`config.mk`:
```
export PLATFORM = sky130hd
export DESIGN_NAME = req_arbiter
export DESIGN_NICKNAME = d
export VERILOG_FILES = /design/src/rtl/arb_pkg.sv /design/src/rtl/arb_pick.sv /design/src/rtl/req_arbiter.sv
export SDC_FILE = /design/constraint.sdc
export NUM_CORES = 1
export LEC_CHECK = 0
export BUFFER_PORTS_ARGS = -buffer_cell sky130_fd_sc_hd__buf_4
export CORE_UTILIZATION = 48
export DETAILED_ROUTE_END_ITERATION = 10
export PLACE_DENSITY = 0.73
export SYNTH_ARGS = -nofsm -noshare
export SYNTH_HDL_FRONTEND = slang
export SYNTH_SLANG_ARGS = --single-unit
```
`constraint.sdc`:
```
create_clock -name clk -period 1.5 [get_ports clk]
set_input_delay 0.3 -clock clk [delete_from_list [all_inputs] [get_ports clk]]
set_output_delay 0.3 -clock clk [all_outputs]
set_load 0.05 [all_outputs]
```
`src/rtl/arb_pkg.sv`:
```
// Shared types and constants for the request arbiter.
package arb_pkg;

  // Arbiter FSM states: waiting for requests, serving one owner, turnaround gap.
  typedef enum logic [1:0] {
    ARB_IDLE  = 2'd0,
    ARB_GRANT = 2'd1,
    ARB_GAP   = 2'd2
  } arb_state_t;

  // Values of the rr_mode input.
  localparam logic ARB_FIXED = 1'b0;
  localparam logic ARB_RR    = 1'b1;

endpackage

```
`src/rtl/arb_pick.sv`:
```
// Combinational winner selection: highest-index-wins fixed priority, or
// round-robin searching downward from just below the last owner.
module arb_pick
  import arb_pkg::*;
#(
  parameter int N    = 4,
  parameter int ID_W = $clog2(N)
) (
  input  logic [N-1:0]    req,
  input  logic [ID_W-1:0] rr_ptr,
  input  logic            rr_mode,
  output logic [N-1:0]    win_onehot,
  output logic [ID_W-1:0] win_id,
  output logic            any
);

  // Priority-encode req; the round-robin search wraps from index 0 to N-1.
  always_comb begin
    logic found;
    int   idx;
    // NOTE: every output gets a default before any branch so no latch is inferred.
    win_onehot = '0;
    win_id     = '0;
    any        = |req;
    found      = 1'b0;
    idx        = 0;
    if (rr_mode == ARB_RR) begin
      // Offsets 1..N visit rr_ptr-1, rr_ptr-2, ... and finally rr_ptr itself.
      for (int i = 1; i <= N; i++) begin
        idx = (int'(rr_ptr) + N - i) % N;
        if (!found && req[idx]) begin
          found  = 1'b1;
          win_id = ID_W'(idx);
        end
      end
    end else begin
      // Ascending scan: the last set bit seen is the highest index.
      for (int i = 0; i < N; i++) begin
        if (req[i]) win_id = ID_W'(i);
      end
    end
    if (any) win_onehot[win_id] = 1'b1;
  end

endmodule

```
`src/rtl/req_arbiter.sv`:
```
// Registered request/grant arbiter for N requesters with an owner hold limit
// and a one-cycle turnaround gap between consecutive grants.
module req_arbiter
  import arb_pkg::*;
#(
  parameter int N        = 4,
  parameter int MAX_HOLD = 8,
  parameter int ID_W     = $clog2(N)
) (
  input  logic            clk,
  input  logic            rst,
  input  logic            en,
  input  logic            rr_mode,
  input  logic [N-1:0]    req,
  output logic [N-1:0]    gnt,
  output logic [ID_W-1:0] gnt_id,
  output logic            gnt_valid,
  output logic            timeout
);

  // Counter wide enough to hold MAX_HOLD-1, at least one bit.
  localparam int                HOLD_W    = $clog2(MAX_HOLD + 1);
  localparam logic [HOLD_W-1:0] HOLD_LAST = HOLD_W'(MAX_HOLD - 1);

  arb_state_t        state_q, state_d;
  logic [HOLD_W-1:0] hold_q, hold_d;
  logic [ID_W-1:0]   rr_ptr_q, rr_ptr_d;
  logic [N-1:0]      gnt_d;
  logic [ID_W-1:0]   gnt_id_d;
  logic              timeout_d;

  logic [N-1:0]      win_onehot;
  logic [ID_W-1:0]   win_id;
  logic              any;

  arb_pick #(
    .N    (N),
    .ID_W (ID_W)
  ) u_pick (
    .req        (req),
    .rr_ptr     (rr_ptr_q),
    .rr_mode    (rr_mode),
    .win_onehot (win_onehot),
    .win_id     (win_id),
    .any        (any)
  );

  assign gnt_valid = |gnt;

  // Next-state and next-output logic for the IDLE/GRANT/GAP cycle.
  always_comb begin
    state_d   = state_q;
    hold_d    = hold_q;
    rr_ptr_d  = rr_ptr_q;
    gnt_d     = gnt;
    gnt_id_d  = gnt_id;
    timeout_d = 1'b0;
    unique case (state_q)
      ARB_IDLE: begin
        if (en && any) begin
          gnt_d    = win_onehot;
          gnt_id_d = win_id;
          rr_ptr_d = win_id;
          hold_d   = '0;
          state_d  = ARB_GRANT;
        end
      end
      ARB_GRANT: begin
        // A voluntary release takes precedence over the hold limit.
        if (!req[gnt_id]) begin
          gnt_d   = '0;
          hold_d  = '0;
          state_d = ARB_GAP;
        end else if (hold_q == HOLD_LAST) begin
          gnt_d     = '0;
          hold_d    = '0;
          timeout_d = 1'b1;
          state_d   = ARB_GAP;
        end else begin
          hold_d = hold_q + HOLD_W'(1);
        end
      end
      ARB_GAP: begin
        hold_d  = '0;
        state_d = ARB_IDLE;
      end
      default: begin
        gnt_d   = '0;
        hold_d  = '0;
        state_d = ARB_IDLE;
      end
    endcase
  end

  // State, counter, pointer and registered outputs; async reset clears all.
  always_ff @(posedge clk or posedge rst) begin
    if (rst) begin
      state_q  <= ARB_IDLE;
      hold_q   <= '0;
      rr_ptr_q <= ID_W'(N - 1);
      gnt      <= '0;
      gnt_id   <= '0;
      timeout  <= 1'b0;
    end else begin
      // NOTE: non-blocking assignments so every register samples pre-edge values.
      state_q  <= state_d;
      hold_q   <= hold_d;
      rr_ptr_q <= rr_ptr_d;
      gnt      <= gnt_d;
      gnt_id   <= gnt_id_d;
      timeout  <= timeout_d;
    end
  end

endmodule

```
==> summary.txt, run 1 <==
Final layout
  • Layout cells sized above 1: roughly 60%
  • Fillers: around 100
  • Area of the multi-input gates: 559 sq um
  • # diodes: 0
  • Area delta synth->final: 46.1%
  • Commonest non-fill, non-tap cells in the layout: buf_4 (32), nand2_1 (9), dfrtp_1 (9)
  • FF/Latch Area: 383 sq um
  • Nets: around 130
  • Commonest non-fill, non-tap cell in the layout: buf_4

Synth
  • Register area share after synthesis: a little over two fifths
  • Yosys reg bits: 15
  • Count of different cell masters after synthesis: 38
  • Fraction of registers with async set/reset: between 90% and 100%
  • Synth Cell Area: 866 sq um
  • Avg Cell Area, Syn: ~10 sq um
  • Synth warnings: 0
  • Syn_nets: between 90 and 100
  • Cell count after synthesis: 83
  • Post-synth EDFFs: 0
  • Most common flop cell mapped by yosys: dfrtp_1

Timing
  • Setup WS post-layout: -0.194 ns
  • Setup_tns: -0.385 ns
  • Final setup skew: roughly 0.0034 ns
  • Tcrit/Tclk final: 113%
  • RSZ-0062 raised after global routing: yes
  • Slew @ Worst Pin: 0.579 ns
  • Max-slew violation count: 0
  • Max_slew headroom: roughly 61%
  • Crit path time final: between 1.5 and 2 ns
  • Fmax: roughly 590 MHz
  • Final Hold Fails: 0
  • # setup viols final: 8

Floorplanning
  • Io pins: 16
  • Core footprint: about 1600 sq um
  • Initial cell density of the core: 54.3%
  • Num rows: 14
  • Die Width: between 40 and 50 um
  • Die area: about 2000 sq um
  • Die height: between 40 and 50 um

Critical path
  • Number of cells on the critical path: 2
  • Crit Path Class: flop to output port
  • Critical path data required time: 1.20 ns
  • Top delay family on crit path: simple AND/OR/NAND/NOR gates
  • Bufs and invs on worst path: 1
  • Critical path origin: gnt[0]$_DFFE_PP0P_
  • Cell chain of the critical path: or4_4 > buf_8
  • Worst R2R Start: rr_ptr_q[1]$_DFFE_PP1P_
  • FF-to-FF path depth: 6
  • Critical path's slowest cell: or4_4
  • Reg-to-Reg End: gnt[1]$_DFFE_PP0P_
  • CP arrival: roughly 1.4 ns
  • Critical path launch point type: flop
  • Crit Path Max Fanout: 2
  • Worst setup EP type: output port
  • Delay of the slowest critical-path stage: about 0.54 ns
  • Worst R2R Setup Slack: -0.06 ns
  • Worst Setup EP: gnt_valid

Global routing
  • Largest net degree at the start of global routing: 16
  • Grt ovf: 0
  • Initial antenna violation count: 0
  • Vias in the first global route: approximately 730
  • First-pass GRT wire length: ~3100 um
  • Total Routing Usage GR: 22.2%

Power and ir drop
  • Pwr per Cell Area: between 1500 and 2000 nW/um^2
  • Leakage: roughly 0.58 nW
  • Peak supply drop: between 0.001 and 0.0015 V

Drt
  • Average routed wire per standard cell: 15.4 um
  • DR vias: about 820
  • Routed vias/inst: between 5 and 6
  • 1st-pass router iterations: 4
  • Number of routed nets with antenna violations: 0
  • DRC Markers: 0
  • WL final: ~2200 um
  • Initial detailed-routing violation count: 20

Place
  • Pre-CTS setup slack: -0.0719 ns
  • DP HPWL: about 1400 um
  • GPL Wtd Cong: 0.807
  • Port Buffer Count: 15

Clock tree
  • Clk root buf: clkbuf_4
  • Num CTS Buffers: 3
  • Latest clock arrival within the worst-skew pair: between 0.2 and 0.3 ns
  • Clock slew at the register clock pins of the worst setup and hold paths: roughly 0.090 ns
  • Clock Path Buffers: 2
  • TritonCTS clock tree: yes
  • TritonCTS Sinks: 15
  • # H-tree levels: 1

Outcome
  • Outcome: finished, violations left
  • Failing checks: setup timing

Min path
  • Class of the worst hold path: primary input to async pin

Flow run
  • Max-Cap Viols: 0
-- through the flow --
step | hold slack [ns] | cells | power, W | cell area (sq um) | utilization, %
floorplan | 0.200 | 83 | 0.00151 | 875 | -
global placement | 0.389 | 129 | 0.00182 | 1060 | 66.6
detailed placement | 0.397 | 129 | 0.00185 | 1060 | 66.6
CTS | 0.0835 | 137 | 0.00222 | 1140 | 71.4
global route | 0.107 | 141 | 0.00259 | 1260 | 79.4
finish | 0.0744 | 141 | 0.00246 | 1260 | 79.4
-- registers in the layout, summed over array words and instances (netlist names) --
signal and count:
gnt 4, hold_q 4, gnt_id 2, rr_ptr_q 2
state_q 2, timeout 1
-- layout make-up --
cell class              count  share of cell area [%]
inverters                   3                   0.890
well taps                  24                    2.37
repair buffers             33                    20.2
multi-input cells          62                    44.2
clock buffers               4                    2.08
flip-flops and latches     15                    30.3
-- worst reg2reg max path: stages, from the launching register on --
cell and delay (ns):
dfstp_2 0.58, buf_4 0.12, nand3b_1 0.09, o211ai_1 0.18, a221oi_2 0.12, buf_4 0.18
o31ai_2 0.20
-- timing repair --
item | CTS | global route
hold buffers | 0 | 0
buffers inserted | 4 | 4
pin swaps | 4 | 9
resized for setup | 6 | 20
endpoints found under the setup margin | 6 | 10
-- synthesized netlist by cell type, types with 2 or more instances --
master	instances	area (sq um)
dfrtp_1	13	325
nand2_1	9	33.8
o21ai_0	7	35.0
o31ai_1	6	45.0
a21oi_1	3	15.0
inv_1	3	11.3
nor2_1	3	11.3
a21o_2	2	17.5
and2b_2	2	17.5
and3_1	2	12.5
buf_6	2	22.5
dfstp_2	2	52.6
nand3_1	2	10.0
nand3b_1	2	15.0
nor3b_1	2	15.0
-- routing by layer --
layer / up-vias / wire, um / track usage, %
li1: 383 / - / -
met1: 397 / 930 / 28.0
met2: 29 / 1130 / 36.8
met3: 6 / 75 / 2.45
met4: 0 / 44 / 12.7
met5: - / 0 / 0
-- how the worst min path moves through the flow --
stage	to	slack (ns)	depth (start not counted)
final	gnt[3]$_DFFE_PP0P_	0.07	2
after global routing	state_q[1]$_DFFE_PP0P_	0.11	2
after floorplan	gnt[3]$_DFFE_PP0P_	0.20	1
after CTS	state_q[1]$_DFFE_PP0P_	0.08	2
after global placement	state_q[1]$_DFFE_PP0P_	0.39	2
after detailed placement	state_q[1]$_DFFE_PP0P_	0.40	2
-- power by group --
| group | total (W) | switching [W] | leakage [nW] | internal, W |
|---|---|---|---|---|
| registers | 0.000716 | 0.000145 | 0.188 | 0.000571 |
| logic | 0.00151 | 0.000839 | 0.377 | 0.000673 |
| clock network | 0.000231 | 0.000128 | 0.0150 | 0.000103 |
| total | 0.00246 | 0.00111 | 0.580 | 0.00135 |
-- kinds of logic after synthesis --
logic type               synth area share [%]
AO/OA/AOI/OAI                            23.4
adder cells (fa/ha/maj)                  1.44
buffers and inverters                    4.77
flip-flops                               43.6
multiplexers                             3.90
AND/OR/NAND/NOR                          22.8
Power figures use the tool's default switching activity.
==> run 2, diff against run 1 <==
CAP_MARGIN = 30   (was not set)
SETUP_SLACK_MARGIN = 0.3   (was not set)
==> summary.txt, run 2 (synthesis gave the netlist of run 1 again) <==
Clock tree
  • Clk root buf: clkbuf_4
  • Num CTS Buffers: 3 (unchanged)
  • Clock Path Buffers: 2 (unchanged)
  • TritonCTS clock tree: yes
  • Latest clock arrival within the worst-skew pair: 0.29 ns (about the same)
  • Clock slew at the register clock pins of the worst setup and hold paths: 0.10 ns (about the same)
  • TritonCTS Sinks: 15 (unchanged)
  • # H-tree levels: 1 (unchanged)

Critical path
  • Critical path launch point type: flop
  • Crit Path Max Fanout: 2 (unchanged)
  • Critical path data required time: 1.20 ns (about the same)
  • Worst R2R Setup Slack: -0.05 ns (about the same)
  • CP arrival: 1.40 ns (about the same)
  • Worst setup EP type: output port
  • Crit Path Class: flop to output port

Final layout
  • Final Cell Area: 1330 sq um (+5.1%)
  • # diodes: 0 (unchanged)
  • Biggest regs: gnt (4), hold_q (4)
  • Commonest non-fill, non-tap cell in the layout: buf_4
  • Area delta synth->final: 53.6%
  • Layout cells sized above 1: 65.8% (+6.0 points)
  • Fillers: 96 (-7.7%)
  • Commonest non-fill, non-tap cells in the layout: buf_4 (21), dfrtp_1 (9), buf_6 (7)
  • Post-layout util: 83.4% (+4.1 points)
  • Nets: 127 (unchanged)

Drt
  • Average routed wire per standard cell: 15.6 um (+1.2%)
  • WL final: 2210 um (+1.2%)
  • 1st-pass router iterations: 4 (unchanged)
  • Initial detailed-routing violation count: 18 (-10%)
  • DRC Markers: 0 (unchanged)
  • DR vias: 797 (-2.2%)
  • Routed vias/inst: 5.65 (-2.2%)
  • Number of routed nets with antenna violations: 0 (unchanged)

Timing
  • # setup viols final: 6 (-2)
  • Final Hold Fails: 0 (unchanged)
  • Hold slack final: 0.0568 ns (-0.0177 ns)
  • Fmax: 587 MHz (-0.62%)
  • Max-slew violation count: 0 (unchanged)
  • Setup WS post-layout: -0.205 ns (-0.0106 ns)
  • Max_slew headroom: 62.7% (+1.3 points)
  • Slew @ Worst Pin: 0.559 ns (-0.0195 ns)
  • Final setup skew: 0.00142 ns (-0.00193 ns)
  • Tcrit/Tclk final: 114% (+0.71 points)
  • RSZ-0062 raised after global routing: yes
  • Crit path time final: 1.70 ns (+0.0106 ns)

Global routing
  • Grt ovf: 0 (unchanged)
  • Global routing's busiest layer: met2
  • Initial antenna violation count: 0 (unchanged)
  • Met1 Use GR: 36.4% (+8.4 points)
  • Total Routing Usage GR: 27.9% (+5.7 points)
  • GR Util met2: 47.1% (+10 points)
  • First-pass GRT wire length: 3860 um (+23%)
  • Grt met3 use: 2.86% (+0.41 points)
  • Vias in the first global route: 842 (+15%)
  • Largest net degree at the start of global routing: 16 (unchanged)

Power and ir drop
  • Peak supply drop: 0.00175 V (+53%)
  • Leakage: 0.611 nW (+5.4%)
  • Pwr per Cell Area: 2010 nW/um^2 (+3.2%)

Outcome
  • Outcome: finished, violations left
  • Failing checks: setup timing

Floorplanning
  • Die height: 44.5 um (unchanged)
  • Core footprint: 1590 sq um (unchanged)
  • Initial cell density of the core: 54.3% (unchanged)
  • Die Width: 44.5 um (unchanged)
  • Num rows: 14 (unchanged)
  • Io pins: 16 (unchanged)
  • Die area: 1980 sq um (unchanged)

Place
  • DP HPWL: 1550 um (+10%)
  • DP Area: 1070 sq um (+0.47%)
  • GPL Wtd Cong: 0.848 (+5.0%)
  • Port Buffer Count: 15 (unchanged)

Flow run
  • Max-Cap Viols: 0 (unchanged)

Min path
  • Class of the worst hold path: primary input to async pin
run 2: cell count changes in the layout (fill, tap and decap cells not counted), sizes merged:
cell	change
clkbuf	-1
clkinv	+1
run 2: path summary, 6_finish.rpt:
kind / start / to / cells after the start
min in group clk: rr_mode / gnt[2]$_DFFE_PP0P_ / 3
min reg2reg: rr_ptr_q[1]$_DFFE_PP1P_ / rr_ptr_q[1]$_DFFE_PP1P_ / 2
min: rst / gnt[2]$_DFFE_PP0P_ / 2
max: gnt[1]$_DFFE_PP0P_ / gnt_valid / 2
max in group asynchronous: rst / gnt_id[0]$_DFFE_PP0P_ / 2
max reg2reg: rr_ptr_q[1]$_DFFE_PP1P_ / gnt[3]$_DFFE_PP0P_ / 5
run 2: power breakdown:
part / total (W) / internal, W / leakage (nW) / switching [W]
clock network: 0.000241 / 0.0000991 / 0.0177 / 0.000142
registers: 0.000721 / 0.000571 / 0.188 / 0.000150
logic: 0.00171 / 0.000810 / 0.406 / 0.000896
run 2: critical path: stages, from the launching register on:
cell,delay [ns]
dfrtp_2,0.41
or4_4,0.54
buf_8,0.17
run 2: routing by layer:
layer / part of all wire, % / up-vias / wire length [um]
met5: 0 / - / 0
met4: 1.4 / 0 / 31
met3: 4.3 / 4 / 94
met2: 52 / 26 / 1150
met1: 42 / 385 / 931
li1: - / 382 / -
run 2: final cells by class:
cell class	instances	area (sq um)	area share, %
Multi-Input combinational cell	62	567	42.6
Sequential cell	15	383	28.8
Timing Repair Buffer	33	312	23.4
Tap cell	24	30.0	2.26
Clock buffer	3	22.5	1.69
Inverter	3	11.3	0.847
Clock inverter	1	5.00	0.376
run 2: timing repair:
action | CTS | global route
resized for setup | 34 | 9
pin swaps | 15 | 8
buffers inserted | 7 | 3
hold buffers | 0 | 0
endpoints found under the setup margin | 21 | 22
run 2: per-stage QoR:
step | cells | setup TNS (ns) | total power (W) | worst slack (ns)
after floorplan | 83 | -1.57 | 0.00155 | -0.222
after global placement | 127 | -0.223 | 0.00188 | -0.0726
after detailed placement | 127 | -0.486 | 0.00192 | -0.112
after CTS | 138 | -0.302 | 0.00256 | -0.211
after global routing | 141 | -0.960 | 0.00280 | -0.230
final | 141 | -0.396 | 0.00267 | -0.205
==> run 3, diff against run 2 <==
CORE_UTILIZATION = 53   (was 48)
PLACE_DENSITY = 0.77   (was 0.73)
clock period = 1.8 ns   (was 1.5 ns; I/O delays follow)
==> summary.txt, run 3 (synthesis gave the netlist of run 1 again) <==
Outcome
  • Outcome: complete, no violations

Global routing
  • Grt met3 use: 7.76% (+4.9 points)
  • Global routing's busiest layer: met2
  • Grt ovf: 0 (unchanged)
  • GR Util met2: 36.3% (-11 points)
  • Met1 Use GR: 26.4% (-10 points)
  • Largest net degree at the start of global routing: 16 (unchanged)
  • Total Routing Usage GR: 22.8% (-5.2 points)
  • First-pass GRT wire length: 2850 um (-26%)
  • Vias in the first global route: 646 (-23%)
  • Initial antenna violation count: 0 (unchanged)

Final layout
  • Commonest non-fill, non-tap cell in the layout: buf_4
  • Biggest regs: gnt (4), hold_q (4)
  • Fillers: 115 (+20%)
  • Area delta synth->final: 28.6%
  • Layout cells sized above 1: 49.1% (-17 points)
  • Final Cell Area: 1110 sq um (-16%)
  • Nets: 116 (-8.7%)
  • # diodes: 0 (unchanged)
  • Commonest non-fill, non-tap cells in the layout: buf_4 (21), dfrtp_1 (9), nand2_1 (8)
  • Post-layout util: 73.1% (-10 points)

Clock tree
  • TritonCTS Sinks: 15 (unchanged)
  • Clock Path Buffers: 2 (unchanged)
  • Latest clock arrival within the worst-skew pair: 0.29 ns (about the same)
  • # H-tree levels: 1 (unchanged)
  • Clk root buf: clkbuf_4
  • TritonCTS clock tree: yes
  • Cts hold-fix bufs: 0 (unchanged)
  • Clock slew at the register clock pins of the worst setup and hold paths: 0.08 ns (-0.02 ns)
  • Num CTS Buffers: 3 (unchanged)

Critical path
  • Worst setup EP type: output port
  • Critical path launch point type: flop
  • Crit Path Class: flop to output port
  • CP arrival: 1.39 ns (about the same)
  • Critical path data required time: 1.44 ns (+0.24 ns)
  • Worst R2R Setup Slack: 0.21 ns (+0.26 ns)
  • Crit Path Max Fanout: 2 (unchanged)

Timing
  • Setup WS post-layout: 0.0544 ns (+0.259 ns)
  • # setup viols final: 0 (-6)
  • Fmax: 573 MHz
  • Max-slew violation count: 0 (unchanged)
  • Crit path time final: 1.75 ns
  • Setup_tns: 0 ns (+0.396 ns)
  • Final Hold Fails: 0 (unchanged)
  • RSZ-0062 raised after global routing: yes
  • Slew @ Worst Pin: 0.670 ns (+0.110 ns)
  • Max_slew headroom: 55.0% (-7.7 points)
  • Final setup skew: 0.00326 ns (+0.00184 ns)
  • Tcrit/Tclk final: a little over nine tenths

Power and ir drop
  • Peak supply drop: 0.00140 V (-20%)
  • Tot Pwr: 0.00186 W (-30%)
  • Pwr per Cell Area: 1670 nW/um^2 (-17%)
  • Leakage: 0.519 nW (-15%)

Place
  • DP Area: 992 sq um (-7.0%)
  • Port Buffer Count: 15 (unchanged)
  • GPL Wtd Cong: 0.879 (+3.7%)
  • Pre-CTS setup slack: 0.157 ns (+0.269 ns)

Drt
  • 1st-pass router iterations: 4 (unchanged)
  • DRC Markers: 0 (unchanged)
  • WL final: 1860 um (-15%)
  • Number of routed nets with antenna violations: 0 (unchanged)
  • Routed vias/inst: 6.01 (+6.3%)
  • DR vias: 733 (-8.0%)
  • Initial detailed-routing violation count: 8 (-10)
  • Average routed wire per standard cell: 15.3 um (-2.3%)

Floorplanning
  • Io pins: 16 (unchanged)
  • Initial cell density of the core: 56.8% (+2.5 points)
  • Core footprint: 1520 sq um (-4.4%)
  • Num rows: 14 (unchanged)
  • Die height: 42.4 um (-4.6%)
  • Die area: 1800 sq um (-9.0%)
  • Die Width: 42.4 um (-4.6%)

Min path
  • Class of the worst hold path: primary input to async pin

Flow run
  • Max-Cap Viols: 0 (unchanged)
## run 3: changes by cell type in the layout (fill, tap and decap cells not counted), sizes merged
cell and delta:
clkbuf +1, clkinv -1, buf -11
## run 3: path summary, 6_finish.rpt
kind,to,from,cells past startpoint
setup / recovery,gnt_valid,gnt[2]$_DFFE_PP0P_,2
hold / removal,state_q[1]$_DFFE_PP0P_,rst,2
setup reg to reg,gnt[1]$_DFFE_PP0P_,rr_ptr_q[1]$_DFFE_PP1P_,5
hold reg to reg,rr_ptr_q[1]$_DFFE_PP1P_,rr_ptr_q[1]$_DFFE_PP1P_,2
max in group asynchronous,gnt_id[0]$_DFFE_PP0P_,rst,2
min in group clk,gnt[2]$_DFFE_PP0P_,rr_mode,3
## run 3: area by class of cell
type / count / area [sq um] / area share [%]
multi-input cells: 62 / 500 / 44.9
clock buffers: 4 / 26.3 / 2.36
flip-flops and latches: 15 / 383 / 34.4
well taps: 16 / 20.0 / 1.80
repair buffers: 22 / 173 / 15.5
inverters: 3 / 11.3 / 1.01
## run 3: where the power goes
part / switching [W] / internal, W / total [W]
Combinational: 0.000615 / 0.000459 / 0.00107
Sequential: 0.000123 / 0.000476 / 0.000599
Clock: 0.000105 / 0.0000862 / 0.000191
## run 3: critical path, cell delays in order, from the launching register on
cell and delay (ns):
dfrtp_2 0.40, or4_4 0.53, buf_8 0.16
## run 3: what timing repair did
item	4_1_cts	5_1_grt
gates resized for setup	5	10
pin swaps	2	3
endpoints found under the setup margin	5	9
setup buffers	3	2
## run 3: layer usage
layer | vias to the layer above | share of wire [%]
met5 | - | 0
met2 | 8 | 52
met4 | 0 | 2.1
met3 | 4 | 2.6
li1 | 356 | -
met1 | 365 | 43
## run 3: metrics by stage
stage                     hold WS (ns)  cells
after floorplan                  0.260     83
after global placement           0.447    113
after detailed placement         0.446    113
after CTS                        0.132    120
after global routing             0.172    122
final                            0.116    122
